File: src/rtl/gray_conv_pkg.sv
// Shared types and helpers for the gray_conv_arbiter block: FSM state encoding,
// code-conversion functions and direction constants.
package gray_conv_pkg;

    typedef enum logic {
        ST_EMPTY,
        ST_FULL
    } conv_state_e;

    localparam logic DIR_B2G = 1'b0;
    localparam logic DIR_G2B = 1'b1;

    localparam int unsigned MAX_W = 32;

    // Binary -> Gray over the low `width` bits; bits at and above `width` are zero.
    function automatic logic [MAX_W-1:0] bin2gray(input logic [MAX_W-1:0] w,
                                                  input int unsigned width);
        logic [MAX_W-1:0] res;
        res = '0;
        for (int i = 0; i < MAX_W; i++) begin
            if (i < int'(width)) begin
                res[i] = (i + 1 < int'(width)) ? (w[i] ^ w[i+1]) : w[i];
            end
        end
        return res;
    endfunction

    // Gray -> binary: prefix XOR running from the MSB of the `width`-bit field down.
    function automatic logic [MAX_W-1:0] gray2bin(input logic [MAX_W-1:0] w,
                                                  input int unsigned width);
        logic [MAX_W-1:0] res;
        logic             acc;
        res = '0;
        acc = 1'b0;
        for (int i = MAX_W - 1; i >= 0; i--) begin
            if (i < int'(width)) begin
                acc    = acc ^ w[i];
                res[i] = acc;
            end
        end
        return res;
    endfunction

endpackage

File: src/rtl/gray_rr_picker.sv
// Combinational round-robin picker: first valid requester at or after ptr,
// wrapping to the lowest valid index when nothing at or above ptr is valid.
module gray_rr_picker #(
    parameter int unsigned NREQ = 4,
    parameter int unsigned IDW  = 2
) (
    input  logic [NREQ-1:0] req_valid,
    input  logic [IDW-1:0]  ptr,
    output logic [NREQ-1:0] grant,
    output logic [IDW-1:0]  winner,
    output logic            any_valid
);

    logic [NREQ-1:0] mask;
    logic [NREQ-1:0] masked;
    logic [NREQ-1:0] cand;
    logic            found;

    always_comb begin
        mask = '0;
        for (int i = 0; i < int'(NREQ); i++) begin
            mask[i] = (i >= int'(ptr));
        end
        masked    = req_valid & mask;
        // Nothing valid at or above ptr: wrap around to the full vector.
        cand      = (|masked) ? masked : req_valid;
        any_valid = |req_valid;

        grant  = '0;
        winner = '0;
        found  = 1'b0;
        for (int i = 0; i < int'(NREQ); i++) begin
            if (cand[i] && !found) begin
                found    = 1'b1;
                grant[i] = 1'b1;
                winner   = IDW'(i);
            end
        end
    end

endmodule

File: src/rtl/gray_conv_arbiter.sv
// Round-robin shared binary<->Gray conversion stage with valid/ready on every side.
// Optional macro GRAY_CONV_DECODE_EN adds per-requester req_dir (1 = Gray->binary).
module gray_conv_arbiter
    import gray_conv_pkg::*;
#(
    parameter  int unsigned NREQ  = 4,
    parameter  int unsigned WIDTH = 4,
    localparam int unsigned IDW   = $clog2(NREQ)
) (
    input  logic                  clk,
    input  logic                  rst_n,
    input  logic [NREQ-1:0]       req_valid,
    input  logic [NREQ*WIDTH-1:0] req_bin,
`ifdef GRAY_CONV_DECODE_EN
    input  logic [NREQ-1:0]       req_dir,
`endif
    output logic [NREQ-1:0]       req_ready,
    output logic                  out_valid,
    output logic [WIDTH-1:0]      out_gray,
    output logic [IDW-1:0]        out_id,
    input  logic                  out_ready
);

    conv_state_e      state_q;
    logic             out_valid_q;
    logic [WIDTH-1:0] out_gray_q;
    logic [IDW-1:0]   out_id_q;
    logic [IDW-1:0]   ptr_q;
    logic [IDW-1:0]   ptr_d;

    logic [NREQ-1:0]  grant;
    logic [IDW-1:0]   winner;
    logic             any_valid;
    logic             can_accept;
    logic             accept;
    logic [WIDTH-1:0] sel_bin;
    logic             sel_dir;
    logic [WIDTH-1:0] conv;

    gray_rr_picker #(
        .NREQ (NREQ),
        .IDW  (IDW)
    ) u_picker (
        .req_valid (req_valid),
        .ptr       (ptr_q),
        .grant     (grant),
        .winner    (winner),
        .any_valid (any_valid)
    );

    always_comb begin
        can_accept = (state_q == ST_EMPTY) || out_ready;
        // Gated by rst_n so no grant is ever shown while reset is asserted.
        accept     = rst_n && can_accept && any_valid;
        req_ready  = accept ? grant : '0;
        ptr_d      = (winner == IDW'(NREQ - 1)) ? '0 : winner + 1'b1;

        sel_bin = req_bin[int'(winner)*WIDTH +: WIDTH];
`ifdef GRAY_CONV_DECODE_EN
        sel_dir = req_dir[winner];
`else
        sel_dir = DIR_B2G;
`endif
        if (sel_dir == DIR_G2B) begin
            conv = WIDTH'(gray2bin(MAX_W'(sel_bin), WIDTH));
        end else begin
            conv = WIDTH'(bin2gray(MAX_W'(sel_bin), WIDTH));
        end
    end

    always_ff @(posedge clk or negedge rst_n) begin
        if (!rst_n) begin
            state_q     <= ST_EMPTY;
            out_valid_q <= 1'b0;
            out_gray_q  <= '0;
            out_id_q    <= '0;
            ptr_q       <= '0;
        end else begin
            case (state_q)
                ST_EMPTY: begin
                    if (accept) begin
                        state_q     <= ST_FULL;
                        out_valid_q <= 1'b1;
                    end
                end
                ST_FULL: begin
                    if (out_ready && !accept) begin
                        state_q     <= ST_EMPTY;
                        out_valid_q <= 1'b0;
                    end
                end
                default: begin
                    state_q     <= ST_EMPTY;
                    out_valid_q <= 1'b0;
                end
            endcase

            if (accept) begin
                out_gray_q <= conv;
                out_id_q   <= winner;
                ptr_q      <= ptr_d;
            end
        end
    end

    assign out_valid = out_valid_q;
    assign out_gray  = out_gray_q;
    assign out_id    = out_id_q;

endmodule

File: config.mk
export PLATFORM = sky130hd
export DESIGN_NAME = gray_conv_arbiter
export DESIGN_NICKNAME = d
export VERILOG_FILES = /design/src/rtl/gray_conv_pkg.sv /design/src/rtl/gray_rr_picker.sv /design/src/rtl/gray_conv_arbiter.sv
export SDC_FILE = /design/constraint.sdc
export NUM_CORES = 1
export LEC_CHECK = 0
export ABC_CLOCK_PERIOD_IN_PS = 2940
export BUFFER_PORTS_ARGS = -buffer_cell sky130_fd_sc_hd__buf_2
export CAP_MARGIN = 20
export CORE_MARGIN = 2
export CORE_UTILIZATION = 44
export CTS_CLUSTER_SIZE = 30
export DETAILED_ROUTE_END_ITERATION = 8
export GPL_TIMING_DRIVEN = 0
export PLACE_DENSITY = 0.77
export SYNTH_ARGS = -nofsm -noshare
export SYNTH_HDL_FRONTEND = slang
export SYNTH_SLANG_ARGS = --single-unit
File: constraint.sdc
create_clock -name clk -period 2.94 [get_ports clk]
set_clock_uncertainty 0.05 [all_clocks]
set_input_delay 0.588 -clock clk [delete_from_list [all_inputs] [get_ports clk]]
set_output_delay 0.588 -clock clk [all_outputs]
set_load 0.005 [all_outputs]
Word-level counts from Yosys, hierarchy flattened
Cells that the tools add are included.
W data, S select, Z words.
{"block": "totals", "register_bits": 10, "inputBits": 23, "out_inout_bits": 11}
{"block": "op_classes", "add_sub_neg": 1, "magnitude_cmp": 3, "n_eq_ne": 3, "shift": 1, "n_mux": 18, "bitwise": 5, "reduce_logical": 14}
{"cell": "$shiftx A16 B5 Y4", "count": 1}
{"cell": "$mux W1", "count": 11}
{"cell": "$mux W4", "count": 2}
{"cell": "$reduce_or A4 Y1", "count": 2}
{"cell": "$logic_and A1 B1 Y1", "count": 6}
{"cell": "$mux W2", "count": 3}
{"cell": "$and A4 B4 Y4", "count": 1}
{"cell": "$ge A1 B2 Y1 const A", "count": 2}
{"cell": "$logic_not A1 Y1", "count": 4}
{"cell": "$pmux W1 S2", "count": 2}
{"cell": "$xor A1 B1 Y1", "count": 3}
{"cell": "$add A2 B1 Y2 const B", "count": 1}
{"cell": "$eq A2 B2 Y1 const B", "count": 1}
{"cell": "$ge A2 B2 Y1 const A", "count": 1}
{"cell": "$ne A2 B1 Y1 const B", "count": 1}
{"cell": "$ne A2 B2 Y1 const B", "count": 1}
{"cell": "$reduce_and A2 Y1", "count": 1}
{"cell": "$logic_or A1 B1 Y1", "count": 1}
{"cell": "$not A1 Y1", "count": 1}

Depth between registers and ports, before layout
{"block": "depth", "word_depth": 16, "mapped_depth": 9, "depth_no_buf": 7}

By module
A second synthesis with hierarchy kept.
{"block": "hier_totals", "hier_cells": 82, "area_unflattened_um2": 859.6}
{"module": "gray_conv_arbiter", "n_inst": 1, "cells_each": 49, "area_each_um2": 631.9, "seq_area_each_um2": 250.2}
{"module": "gray_rr_picker", "n_inst": 1, "cells_each": 33, "area_each_um2": 227.7, "seq_area_each_um2": 0.0}

Worst setup path after synthesis
OpenSTA, ideal clock, no wires.
{"block": "synth_path", "path_kind": "input port to flip-flop", "from": "input req_valid[1]", "to": "register out_gray_q[0], in the netlist out_gray[0]", "setup_time_ns": 0.130, "arrival_ns": 2.227, "t_required_ns": 2.760, "setup_slack_ns": 0.532, "stages": 8, "path_buffers": 1, "path_cell_list": "buf_2 -> a21oi_2 -> o21a_2 -> o22ai_4 -> mux2_1 -> a222oi_1 -> xor2_1 -> o21ai_1"}
{"block": "synth_between", "elab_chain_cells": 15}
{"element": "start: declaration", "line": "gray_conv_arbiter.sv:12", "rtl": "input logic [NREQ-1:0] req_valid,"}
{"element": "$and A4 B4 Y4", "line": "gray_rr_picker.sv:24", "rtl": "masked = req_valid & mask;"}
{"element": "$reduce_or A4 Y1", "line": "gray_rr_picker.sv:26", "rtl": "cand = (|masked) ? masked : req_valid;"}
{"element": "$mux W4", "line": "gray_rr_picker.sv:26"}
{"element": "$mux W1", "line": "gray_rr_picker.sv:33", "rtl": "if (cand[i] && !found) begin"}
{"element": "$logic_not A1 Y1", "line": "gray_rr_picker.sv:33"}
{"element": "$logic_and A1 B1 Y1", "line": "gray_rr_picker.sv:33"}
{"element": "$mux W1", "line": "gray_rr_picker.sv:33"}
{"element": "$logic_not A1 Y1", "line": "gray_rr_picker.sv:33"}
{"element": "$logic_and A1 B1 Y1", "line": "gray_rr_picker.sv:33"}
{"element": "$mux W1", "line": "gray_rr_picker.sv:33"}
{"element": "$logic_not A1 Y1", "line": "gray_rr_picker.sv:33"}
{"element": "$logic_and A1 B1 Y1", "line": "gray_rr_picker.sv:33"}
{"element": "$mux W2", "line": "gray_rr_picker.sv:33"}
{"element": "$shiftx A16 B5 Y4", "line": "gray_conv_arbiter.sv:58", "rtl": "sel_bin = req_bin[int'(winner)*WIDTH +: WIDTH];"}
{"element": "$xor A1 B1 Y1", "line": "gray_conv_pkg.sv:22", "rtl": "res[i] = (i + 1 < int'(width)) ? (w[i] ^ w[i+1]) : w[i];"}
{"element": "end signal: assignment", "line": "gray_conv_arbiter.sv:99", "rtl": "out_gray_q <= conv;"}
{"element": "end: declaration", "line": "gray_conv_arbiter.sv:26", "rtl": "logic [WIDTH-1:0] out_gray_q;"}
Several ways; a longest one is shown, not always the timed one.
A chain may end at the register's enable or synchronous reset.

Final worst setup path
{"block": "layout_path", "from": "input req_valid[3]", "to": "output req_ready[3]"}
{"block": "layout_between", "elab_chain_cells": 14}
{"element": "$and A4 B4 Y4", "line": "gray_rr_picker.sv:24"}
{"element": "$reduce_or A4 Y1", "line": "gray_rr_picker.sv:26"}
{"element": "$mux W4", "line": "gray_rr_picker.sv:26"}
{"element": "$mux W1", "line": "gray_rr_picker.sv:33"}
{"element": "$logic_not A1 Y1", "line": "gray_rr_picker.sv:33"}
{"element": "$logic_and A1 B1 Y1", "line": "gray_rr_picker.sv:33"}
{"element": "$mux W1", "line": "gray_rr_picker.sv:33"}
{"element": "$logic_not A1 Y1", "line": "gray_rr_picker.sv:33"}
{"element": "$logic_and A1 B1 Y1", "line": "gray_rr_picker.sv:33"}
{"element": "$mux W1", "line": "gray_rr_picker.sv:33"}
{"element": "$logic_not A1 Y1", "line": "gray_rr_picker.sv:33"}
{"element": "$logic_and A1 B1 Y1", "line": "gray_rr_picker.sv:33"}
{"element": "$mux W1", "line": "gray_rr_picker.sv:33"}
{"element": "$mux W4 (*)", "line": "gray_conv_arbiter.sv:55", "rtl": "req_ready = accept ? grant : '0;"}
{"element": "end: declaration", "line": "gray_conv_arbiter.sv:17", "rtl": "output logic [NREQ-1:0] req_ready,"}
Every way passes the cells marked *; elsewhere a longest branch is shown, timed or not.

==> flow_summary_export.csv <==
group,metric,value,unit
drt,viasPerCell,5.500,
logic_synthesis,synthesis.nets,104,
placed_design,dp_cells,128,
logic_synthesis,syn-cell-area,713.2,µm²
cells_and_area,final-seq-area,250.2,µm²
grt,grt_overflow,0,
clock_network,worstSkewPairLatency,0.26,ns
cells_and_area,num_antenna_cells,0,
power_and_ir_drop,p_per_area,619.2,nW/µm²
sta,worstMarginPinSlew,0.5464,ns
clock_network,clk_path_buf_depth,2,
floorplanning,rows,14,
logic_synthesis,avgSynthCellArea,8.805,µm²
cells_and_area,drive_above_1_share,42.24,%
drt,drt-total-wl,1611,µm
clock_network,cts_buffers,3,
power_and_ir_drop,power_frac_clock,21.4,%
sta,final.period_utilization,92.15,%
placed_design,place_ws,0.1082,ns
sta,fin_setup_tns,0,ns
logic_synthesis,async_flop_share,100.0,%
logic_synthesis,yosysWarnings,0,
drt,routedWlPerCell,12.20,µm
power_and_ir_drop,pwr-share-seq,35.0,%
floorplanning,num_io_pins,34,
power_and_ir_drop,swShare,34.85,%
floorplanning,die_h,44.26,µm
clock_network,cts-resized-gates,0,
power_and_ir_drop,power_leakage,0.4684,nW
clock_network,clock-root-buffer,"clkbuf_4",
clock_network,cts_setup_buffers,0,
logic_synthesis,synth.distinct_cells,30,
power_and_ir_drop,p_switching,0.0001998,W
clock_network,cts_tree,"yes",
placed_design,io_buffers,31,
grt,grt_pass1_wl,2484,µm
drt,ant_nets,0,
sta,rsz0062_at_grt,"false",
drt,vias,726,
critical_path,crit_arrival,2.07,ns
drt,drt_first_pass_iters,6,
status,status,"finished, final reports clean",
grt,grt_use_total,17.04,%
grt,antenna_found_initial,0,
grt,grt_pass1_vias,609,
clock_network,cts_max_level,1,
logic_synthesis,synth_edf_count,0,
power_and_ir_drop,power,0.0005733,W
critical_path,cp.required,2.30,ns
logic_synthesis,syn_inst,81,
floorplanning,die_w,44.26,µm
logic_synthesis,ys.flop_type,"dfrtp_1",
placed_design,dp.final_hpwl,1228,µm
sta,drv_slew,0,
grt,grt_max_degree,12,
power_and_ir_drop,worst_ir_drop_vdd,0.2717,mV
clock_network,cts.clk_slew.worst_paths,0.07,ns
job,cap_viol_max_count,0,
floorplanning,initial_core_util,47.34,%
placed_design,gp_congestion,0.8047,
power_and_ir_drop,p_int,0.0003735,W
drt,drtIter0Drc,22,
clock_network,clkSinkCount,10,
logic_synthesis,ys_seq_area_share,35.09,%
sta,fin_crit,2.709,ns
power_and_ir_drop,combPwrFrac,43.7,%
critical_path,crit_type,"in2out",
floorplanning,die_area,1959,µm²
sta,hold_viol_final,0,
cells_and_area,nets,140,
cells_and_area,fillers,142,
sta,setup_slack,0.2308,ns
critical_path,cp-start-kind,"primary input",
cells_and_area,fin_cells,132,
hold_path,min_path_type,"in2async",
sta,fmax,0.3691,GHz
critical_path,end_kind,"output port",
cells_and_area,area_growth,29.82,%
cells_and_area,multiInputGateArea,420.4,µm²
sta,setup_viol,0,
logic_synthesis,ys_ff_latch,10,
sta,slew_headroom,63.57,%
critical_path,path_max_fanout,10,
floorplanning,core-area,1506,µm²
clock_network,holdBufCountCts,0,
drt,drc_errors,0,
==> final timing paths <==
check	start	end	slack [ns]	cells after the start
worst max-delay path	req_valid[3]	req_ready[3]	0.23	9
worst min-delay path	rst_n	out_gray[2]$_DFFE_PN0P_	0.13	1
worst max register to register	ptr_q[0]$_DFFE_PN0P_	out_gray[2]$_DFFE_PN0P_	0.60	7
worst min register to register	state_q$_DFF_PN0_	out_valid$_DFFE_PN0P_	0.39	1
max in group asynchronous	rst_n	state_q$_DFF_PN0_	2.52	1
min in group clk	state_q$_DFF_PN0_	out_valid$_DFFE_PN0P_	0.39	1
==> stage by stage <==
stage,area (µm²),utilization (%),hold slack [ns]
4_1_cts,924.6,61.38,0.1293
3_5_place_dp,888.4,58.97,0.3843
5_1_grt,925.9,61.46,0.1306
2_1_floorplan,713.2,-,0.2424
6_report,925.9,61.46,0.1256
3_3_place_gp,888.4,58.97,0.3735
==> power by group through the flow <==
stage	Combinational (W)	Clock, W	Sequential [W]
final	0.000250	0.000123	0.000200
after global routing	0.000279	0.000132	0.000204
after CTS	0.000252	0.000125	0.000200
after global placement	0.000244	0	0.000200
after floorplan	0.000166	0	0.000204
after detailed placement	0.000251	0	0.000202
==> routing by layer <==
metal  track usage, %  vias to the layer above  part of all wire [%]  wire length [µm]
li1                 -                      358                     -                 -
met1            23.14                      334                    44               716
met2            26.76                       34                    49               786
met3            2.857                        0                   6.7               108
met4            7.273                        0                     0                 0
met5                0                        -                     0                 0
==> placed cells by master (no fill, tap or decap), drive strengths merged <==
cell type  synthesis  final
clkbuf             2      6
o221a              1      1
o221ai             1      1
a22oi              1      1
xnor2              1      1
a222oi             2      2
mux2i              4      4
a21o               1      1
xor2               2      2
nor2b              2      2
dfrtp             10     10
nand2             14     14
o22ai              4      4
nor2               9      9
o21a               1      1
inv                2      2
nor3               1      1
nand2b             2      2
a21boi             1      1
mux2               4      4
o21ai              6      6
buf                3     34
a21oi              7      7
==> kinds of logic (layout without fill, tap and decap cells) <==
group / count (synthesis) / count (layout) / synth area share, %
DFF: 10 / 10 / 35.09
buffers and inverters: 7 / 42 / 5.963
muxes: 8 / 8 / 12.46
xor gates and xnor gates: 3 / 3 / 3.685
and+or+nand+nor: 28 / 28 / 16.31
AOI/OAI and AO/OA: 25 / 25 / 26.49
==> layout make-up <==
type | instances | area share (%)
tap | 16 | 2.162
sequential | 10 | 27.03
timing repair buffer | 31 | 16.76
inverter | 2 | 0.8108
clock buffer | 4 | 3.919
multi-input combinational | 64 | 45.41
buffer | 5 | 3.919
==> sequential cells by signal (all words and copies together) (netlist names) <==
| name | flops |
|---|---|
| out_gray | 4 |
| out_id | 2 |
| ptr_q | 2 |
| out_valid | 1 |
| state_q | 1 |
==> worst max-delay path, cell delays in order <==
cell and delay (ns):
buf_2 0.15, nor2_1 0.20, nand2_1 0.08, nand2_1 0.11
nand2b_1 0.12, clkbuf_1 0.31, clkbuf_2 0.30, nor3_1 0.08
buf_2 0.14
==> Yosys cell counts, drive strengths merged (2+ instances only) <==
cell,instances,share of area [%]
o21ai,6,4.2
inv,2,1.1
a21oi,7,6.0
nand2,14,7.4
xor2,2,2.5
clkbuf,2,1.1
buf,3,3.9
mux2,4,6.8
mux2i,4,5.6
nor2,9,4.7
nor2b,2,1.8
nand2b,2,1.8
o22ai,4,5.4
a222oi,2,2.8
dfrtp,10,35
Note: power is estimated with default switching activity, not from simulation.
